`config.mk`:
```
export PLATFORM = sky130hd
export DESIGN_NAME = axi4lite_cmd_master
export DESIGN_NICKNAME = d
export VERILOG_FILES = /design/src/rtl/axi4lite_cmd_master.sv
export SDC_FILE = /design/constraint.sdc
export NUM_CORES = 1
export LEC_CHECK = 0
export ABC_AREA = 1
export CORE_UTILIZATION = 41
export CTS_CLUSTER_DIAMETER = 60
export DETAILED_ROUTE_END_ITERATION = 8
export PLACE_DENSITY = 0.8
export SETUP_SLACK_MARGIN = 0.4
export SKIP_CTS_REPAIR_TIMING = 1
export SYNTH_ARGS = -nofsm -noshare
export SYNTH_HDL_FRONTEND = slang
export SYNTH_SLANG_ARGS = --single-unit
```
`constraint.sdc`:
```
create_clock -name clock -period 2.2 [get_ports clock]
set_clock_uncertainty 0.2 [all_clocks]
set_input_delay 0.33 -clock clock [delete_from_list [all_inputs] [get_ports clock]]
set_output_delay 0.33 -clock clock [all_outputs]
set_load 0.01 [all_outputs]
```
`src/rtl/axi4lite_cmd_master.sv`:
```
// rtl/axi4lite_cmd_master.sv - AXI4-Lite initiator driven by a valid/ready command stream
// One transaction in flight; results are returned on a valid/ready response stream.
module axi4lite_cmd_master #(
    parameter int ADDR_W  = 32,
    parameter int TIMEOUT = 1024
) (
    input  logic              clock,
    input  logic              reset,

    input  logic              io_cmd_valid,
    output logic              io_cmd_ready,
    input  logic              io_cmd_write,
    input  logic [ADDR_W-1:0] io_cmd_addr,
    input  logic [31:0]       io_cmd_wdata,
    input  logic [3:0]        io_cmd_wstrb,

    output logic              io_rsp_valid,
    input  logic              io_rsp_ready,
    output logic              io_rsp_write,
    output logic [31:0]       io_rsp_rdata,
    output logic [1:0]        io_rsp_resp,

    output logic [ADDR_W-1:0] io_axi_write_awaddr,
    output logic              io_axi_write_awvalid,
    input  logic              io_axi_write_awready,
    output logic [31:0]       io_axi_write_wdata,
    output logic [3:0]        io_axi_write_wstrb,
    output logic              io_axi_write_wvalid,
    input  logic              io_axi_write_wready,
    input  logic [1:0]        io_axi_write_bresp,
    input  logic              io_axi_write_bvalid,
    output logic              io_axi_write_bready,

    output logic [ADDR_W-1:0] io_axi_read_araddr,
    output logic              io_axi_read_arvalid,
    input  logic              io_axi_read_arready,
    input  logic [31:0]       io_axi_read_rdata,
    input  logic [1:0]        io_axi_read_rresp,
    input  logic              io_axi_read_rvalid,
    output logic              io_axi_read_rready,

    output logic              io_busy,
    output logic              io_timeout
);

    typedef enum logic [2:0] {S_IDLE, S_WR, S_WB, S_RA, S_RD, S_RSP} state_t;

    localparam int CNT_W = (TIMEOUT < 2) ? 1 : $clog2(TIMEOUT + 1);
    localparam logic [CNT_W-1:0] CNT_MAX = CNT_W'(TIMEOUT);

    state_t            state_q, state_d;
    logic              cmd_ready_q, cmd_ready_d;
    logic              awvalid_q, awvalid_d;
    logic              wvalid_q, wvalid_d;
    logic              bready_q, bready_d;
    logic              arvalid_q, arvalid_d;
    logic              rready_q, rready_d;
    logic              rsp_valid_q, rsp_valid_d;
    logic              busy_q, busy_d;
    logic              timeout_q, timeout_d;
    logic [ADDR_W-1:0] addr_q, addr_d;
    logic [31:0]       wdata_q, wdata_d;
    logic [3:0]        wstrb_q, wstrb_d;
    logic              write_q, write_d;
    logic [31:0]       rdata_q, rdata_d;
    logic [1:0]        resp_q, resp_d;
    logic [CNT_W-1:0]  wd_cnt_q, wd_cnt_d;

    logic aw_fire, w_fire, b_fire, ar_fire, r_fire, any_hs, counting;

    always_comb begin
        aw_fire  = awvalid_q & io_axi_write_awready;
        w_fire   = wvalid_q & io_axi_write_wready;
        b_fire   = bready_q & io_axi_write_bvalid;
        ar_fire  = arvalid_q & io_axi_read_arready;
        r_fire   = rready_q & io_axi_read_rvalid;
        any_hs   = aw_fire | w_fire | b_fire | ar_fire | r_fire;
        counting = (state_q == S_WR) || (state_q == S_WB) ||
                   (state_q == S_RA) || (state_q == S_RD);

        state_d     = state_q;
        cmd_ready_d = cmd_ready_q;
        awvalid_d   = awvalid_q;
        wvalid_d    = wvalid_q;
        bready_d    = bready_q;
        arvalid_d   = arvalid_q;
        rready_d    = rready_q;
        rsp_valid_d = rsp_valid_q;
        addr_d      = addr_q;
        wdata_d     = wdata_q;
        wstrb_d     = wstrb_q;
        write_d     = write_q;
        rdata_d     = rdata_q;
        resp_d      = resp_q;
        wd_cnt_d    = wd_cnt_q;

        case (state_q)
            S_IDLE: begin
                if (io_cmd_valid && cmd_ready_q) begin
                    addr_d      = io_cmd_addr;
                    wdata_d     = io_cmd_wdata;
                    wstrb_d     = io_cmd_wstrb;
                    write_d     = io_cmd_write;
                    cmd_ready_d = 1'b0;
                    wd_cnt_d    = '0;
                    if (io_cmd_write) begin
                        awvalid_d = 1'b1;
                        wvalid_d  = 1'b1;
                        state_d   = S_WR;
                    end else begin
                        arvalid_d = 1'b1;
                        state_d   = S_RA;
                    end
                end
            end
            S_WR: begin
                // AW and W complete independently; B is only awaited once both are gone.
                if (aw_fire) awvalid_d = 1'b0;
                if (w_fire)  wvalid_d  = 1'b0;
                if (!awvalid_d && !wvalid_d) begin
                    bready_d = 1'b1;
                    state_d  = S_WB;
                end
            end
            S_WB: begin
                if (b_fire) begin
                    bready_d    = 1'b0;
                    resp_d      = io_axi_write_bresp;
                    rdata_d     = '0;
                    rsp_valid_d = 1'b1;
                    state_d     = S_RSP;
                end
            end
            S_RA: begin
                if (ar_fire) begin
                    arvalid_d = 1'b0;
                    rready_d  = 1'b1;
                    state_d   = S_RD;
                end
            end
            S_RD: begin
                if (r_fire) begin
                    rready_d    = 1'b0;
                    rdata_d     = io_axi_read_rdata;
                    resp_d      = io_axi_read_rresp;
                    rsp_valid_d = 1'b1;
                    state_d     = S_RSP;
                end
            end
            S_RSP: begin
                if (io_rsp_ready) begin
                    rsp_valid_d = 1'b0;
                    cmd_ready_d = 1'b1;
                    state_d     = S_IDLE;
                end
            end
            default: begin
                state_d     = S_IDLE;
                cmd_ready_d = 1'b1;
            end
        endcase

        // Watchdog only flags a stall; the AXI transaction keeps waiting.
        if (counting) begin
            if (any_hs) begin
                wd_cnt_d = '0;
            end else if (wd_cnt_q != CNT_MAX) begin
                wd_cnt_d = wd_cnt_q + 1'b1;
            end
        end
        timeout_d = timeout_q | ((TIMEOUT != 0) && counting && (wd_cnt_d == CNT_MAX));
        busy_d    = (state_d != S_IDLE);
    end

    always_ff @(posedge clock) begin
        if (reset) begin
            state_q     <= S_IDLE;
            cmd_ready_q <= 1'b1;
            awvalid_q   <= 1'b0;
            wvalid_q    <= 1'b0;
            bready_q    <= 1'b0;
            arvalid_q   <= 1'b0;
            rready_q    <= 1'b0;
            rsp_valid_q <= 1'b0;
            busy_q      <= 1'b0;
            timeout_q   <= 1'b0;
            addr_q      <= '0;
            wdata_q     <= '0;
            wstrb_q     <= '0;
            write_q     <= 1'b0;
            rdata_q     <= '0;
            resp_q      <= '0;
            wd_cnt_q    <= '0;
        end else begin
            state_q     <= state_d;
            cmd_ready_q <= cmd_ready_d;
            awvalid_q   <= awvalid_d;
            wvalid_q    <= wvalid_d;
            bready_q    <= bready_d;
            arvalid_q   <= arvalid_d;
            rready_q    <= rready_d;
            rsp_valid_q <= rsp_valid_d;
            busy_q      <= busy_d;
            timeout_q   <= timeout_d;
            addr_q      <= addr_d;
            wdata_q     <= wdata_d;
            wstrb_q     <= wstrb_d;
            write_q     <= write_d;
            rdata_q     <= rdata_d;
            resp_q      <= resp_d;
            wd_cnt_q    <= wd_cnt_d;
        end
    end

    assign io_cmd_ready         = cmd_ready_q;
    assign io_rsp_valid         = rsp_valid_q;
    assign io_rsp_write         = write_q;
    assign io_rsp_rdata         = rdata_q;
    assign io_rsp_resp          = resp_q;
    assign io_axi_write_awaddr  = addr_q;
    assign io_axi_write_awvalid = awvalid_q;
    assign io_axi_write_wdata   = wdata_q;
    assign io_axi_write_wstrb   = wstrb_q;
    assign io_axi_write_wvalid  = wvalid_q;
    assign io_axi_write_bready  = bready_q;
    assign io_axi_read_araddr   = addr_q;
    assign io_axi_read_arvalid  = arvalid_q;
    assign io_axi_read_rready   = rready_q;
    assign io_busy              = busy_q;
    assign io_timeout           = timeout_q;

endmodule

```
==> metrics.csv <==
stage,metric,value,unit
synth,Mapped Nets,848,
clock_tree,H-tree depth,4,
clock_tree,root buf cell,clkbuf_16,
cells_and_area,layout cells sized above 1,0.0996,
clock_tree,Worst-Skew Late Latency,0.42,ns
place,DP HPWL,11.0,mm
hold_path,min-delay worst type,reg2reg,
grt,Tot GR Track Use,0.228,
timing,final setup TNS,0,ns
synth,synthesized area per cell,7.42,um2
route,DRT iter0 DRCs,302,
clock_tree,CTS tree,done,
die,Core Area,12800,um2
clock_tree,Worst-path clk slew,0.06,ns
route,drt total wl,16.3,mm
timing,final setup vio count,0,
synth,Cell variety after synth,33,
pwr,P_leak,5.78,nW
outcome,status,"complete, no violations",
timing,worst hold slack,0.236,ns
hold_path,Hold Crit Start,io_axi_write_wdata[23],
setup_path,Worst Path Max Fanout,6,
synth,"Seq/Total Area, Yosys",0.464,
synth,"top cells by area, synth","dfxtp_1, a21oi_1, o21ai_0",
place,Post-Place Worst Slack,-0.0261,ns
die,Starting Density,0.425,
die,# rows,41,
timing,max-slew violations,0,
timing,fin crit period,1.79,ns
cells_and_area,Area Growth Syn to Fin,66.3,%
pwr,VDD IR max,521,uV
clock_tree,CTS Sinks,126,
synth,Synth warnings,0,
grt,vias in the first global route,5000,
die,die footprint,13700,um2
timing,Slew headroom,0.792,
synth,mapped cell area,5430,um2
timing,Peak Freq,557,MHz
synth,Synth Instances,732,
clock_tree,CTS Buf Count,17,
die,DIE WIDTH,117,um
timing,setup ws final,0.405,ns
flow_run,max_cap viols,0,
cells_and_area,NumNets Final,1067,
timing,Final Hold Viols,0,
route,Vias/cell,4.81,
grt,pin count of the biggest net entering global routing,71,
setup_path,CP Capture Type,flip-flop,
setup_path,Worst path max stage delay,0.47,ns
die,IO Count,258,
grt,grt total ovfl,0,
route,vias,5468,
setup_path,cell chain of the critical path,"nand2_1, nor2_1, nand2_1, nand2_1, nand2_1, a21oi_2, nand3_1, nor2_1, nand3_1, a21oi_2",
grt,initial antenna violation count,0,
die,Die H,117,um
setup_path,CP most frequent cell,nand2_1,
grt,first-pass GRT wire length,23.8,mm
setup_path,RR Endpoint,io_timeout,
clock_tree,CTS Buffer Depth,2,
setup_path,R2R Path Start,wd_cnt_q[6],
pwr,PD cells,1010,nW/um2
setup_path,R2R setup slack,0.41,ns
place,Buffers on Ports,257,
setup_path,Startpoint Class,flip-flop,
cells_and_area,Antenna Diode Count,0,
timing,Tcrit/Tclk final,0.816,
synth,"area leader, netlist",dfxtp_1,
setup_path,kind of critical path,reg2reg,
setup_path,r2r worst-path depth,10,
route,TritonRoute pass-1 iters,4,
setup_path,Crit-path slowest cell,dfxtp_1,
synth,synthesized flop and latch total,126,
route,drt drc,0,
timing,Worst-Margin Slew,0.312,ns
setup_path,CP required,2.35,ns
setup_path,Critical Path AT,1.94,ns
synth,post-synth top area share,0.464,
route,WL/cell,14.4,um
place,Placed Area,7910,um2
hold_path,hold path depth,2,
place,RD Place Congestion,0.855,
timing,RSZ-0062 raised after global routing,true,
hold_path,hold endpoint,io_axi_write_wdata[23],
route,Post-DRT Antenna Nets,0,
cells_and_area,fin area,9030,um2
[critical path: cells and delay by family (launching register included)]
kind,cells,cell delay (ns)
DFF,1,0.47
and+or+nand+nor,8,0.79
AOI/OAI and AO/OA,2,0.29
[cells by family after synthesis]
logic type	count (synthesis)	share of synthesized area
AOI/OAI and AO/OA	231	0.218
xor gates and xnor gates	1	0.00161
adders and majority gates	2	0.00461
buffers and inverters	182	0.158
DFF	126	0.464
and+or+nand+nor	190	0.152
[layout by cell type, fill, tap and decap left out, drive strengths merged]
master	n
a211oi	1
a21oi	115
a31oi	3
a41oi	1
buf	17
bufinv	2
clkbuf	19
clkdlybuf4s50	113
clkinv	8
clkinvlp	2
dfxtp	126
dlymetal6s2s	144
ha	2
inv	109
nand2	61
nand2b	1
nand3	35
nand4	3
nor2	85
nor3	5
o211a	1
o21ai	110
xor2	1
[sequential cells by signal, summed over array words and instances, names as in the netlist, 2 cells and up]
| register | count |
|---|---|
| state_q | 3 |
| io_axi_read_araddr | 32 |
| io_rsp_rdata | 32 |
| io_axi_write_wdata | 32 |
| io_axi_write_wstrb | 4 |
| io_rsp_resp | 2 |
| wd_cnt_q | 11 |
[power by group]
part | internal (mW) | leakage, nW | switching (mW) | total (mW)
sequential | 2.80 | 1.04 | 0.332 | 3.13
clock | 1.73 | 0.289 | 1.05 | 2.78
combinational | 1.58 | 4.46 | 1.67 | 3.25
total | 6.11 | 5.78 | 3.04 | 9.16
[final cells by class]
class                      count  area, um2
clock buffer                  19        453
tap                          172        215
fill                         949       3740
inverter                     108        415
timing repair buffer         274       3120
multi-input combinational    424       2150
sequential                   126       2540
clock inverter                13        139
[Yosys cell counts (all sizes together)]
cell type  count
clkbuf        24
nand4          3
a211oi         1
o21ai        110
nand2         61
a41oi          1
o211a          1
nor3           5
xor2           1
inv          107
nand3         35
ha             2
nor2          85
nand2b         1
a31oi          3
a21oi        115
dfxtp        126
buf           50
clkinv         1
[stage by stage]
step / std cells / total power, mW / utilization
floorplan: 732 / 4.93 / -
global placement: 1101 / 6.38 / 0.619
detailed placement: 1101 / 6.43 / 0.619
CTS: 1133 / 9.24 / 0.665
global route: 1136 / 9.75 / 0.707
finish: 1136 / 9.16 / 0.707
[how the worst max path moves through the flow]
| stage | cells after the start | slack, ns | from | end |
|---|---|---|---|---|
| 2_1_floorplan | 13 | 0.56 | wd_cnt_q[0] | io_timeout |
| 3_3_place_gp | 11 | -0.02 | io_axi_write_bvalid | io_timeout |
| 3_5_place_dp | 11 | -0.03 | io_axi_write_bvalid | io_timeout |
| 4_1_cts | 5 | 0.26 | state_q[2] | io_axi_read_araddr[8] |
| 5_1_grt | 10 | 0.25 | wd_cnt_q[6] | io_timeout |
| 6_report | 10 | 0.41 | wd_cnt_q[6] | io_timeout |
[per-layer routing]
| metal | track usage | vias to the layer above | wire length (um) |
|---|---|---|---|
| met5 | 0 | - | 0 |
| li1 | - | 2777 | - |
| met2 | 0.379 | 204 | 8150 |
| met1 | 0.258 | 2462 | 6320 |
| met3 | 0.0896 | 25 | 1440 |
| met4 | 0.105 | 0 | 409 |
Power figures use the tool's default switching activity.
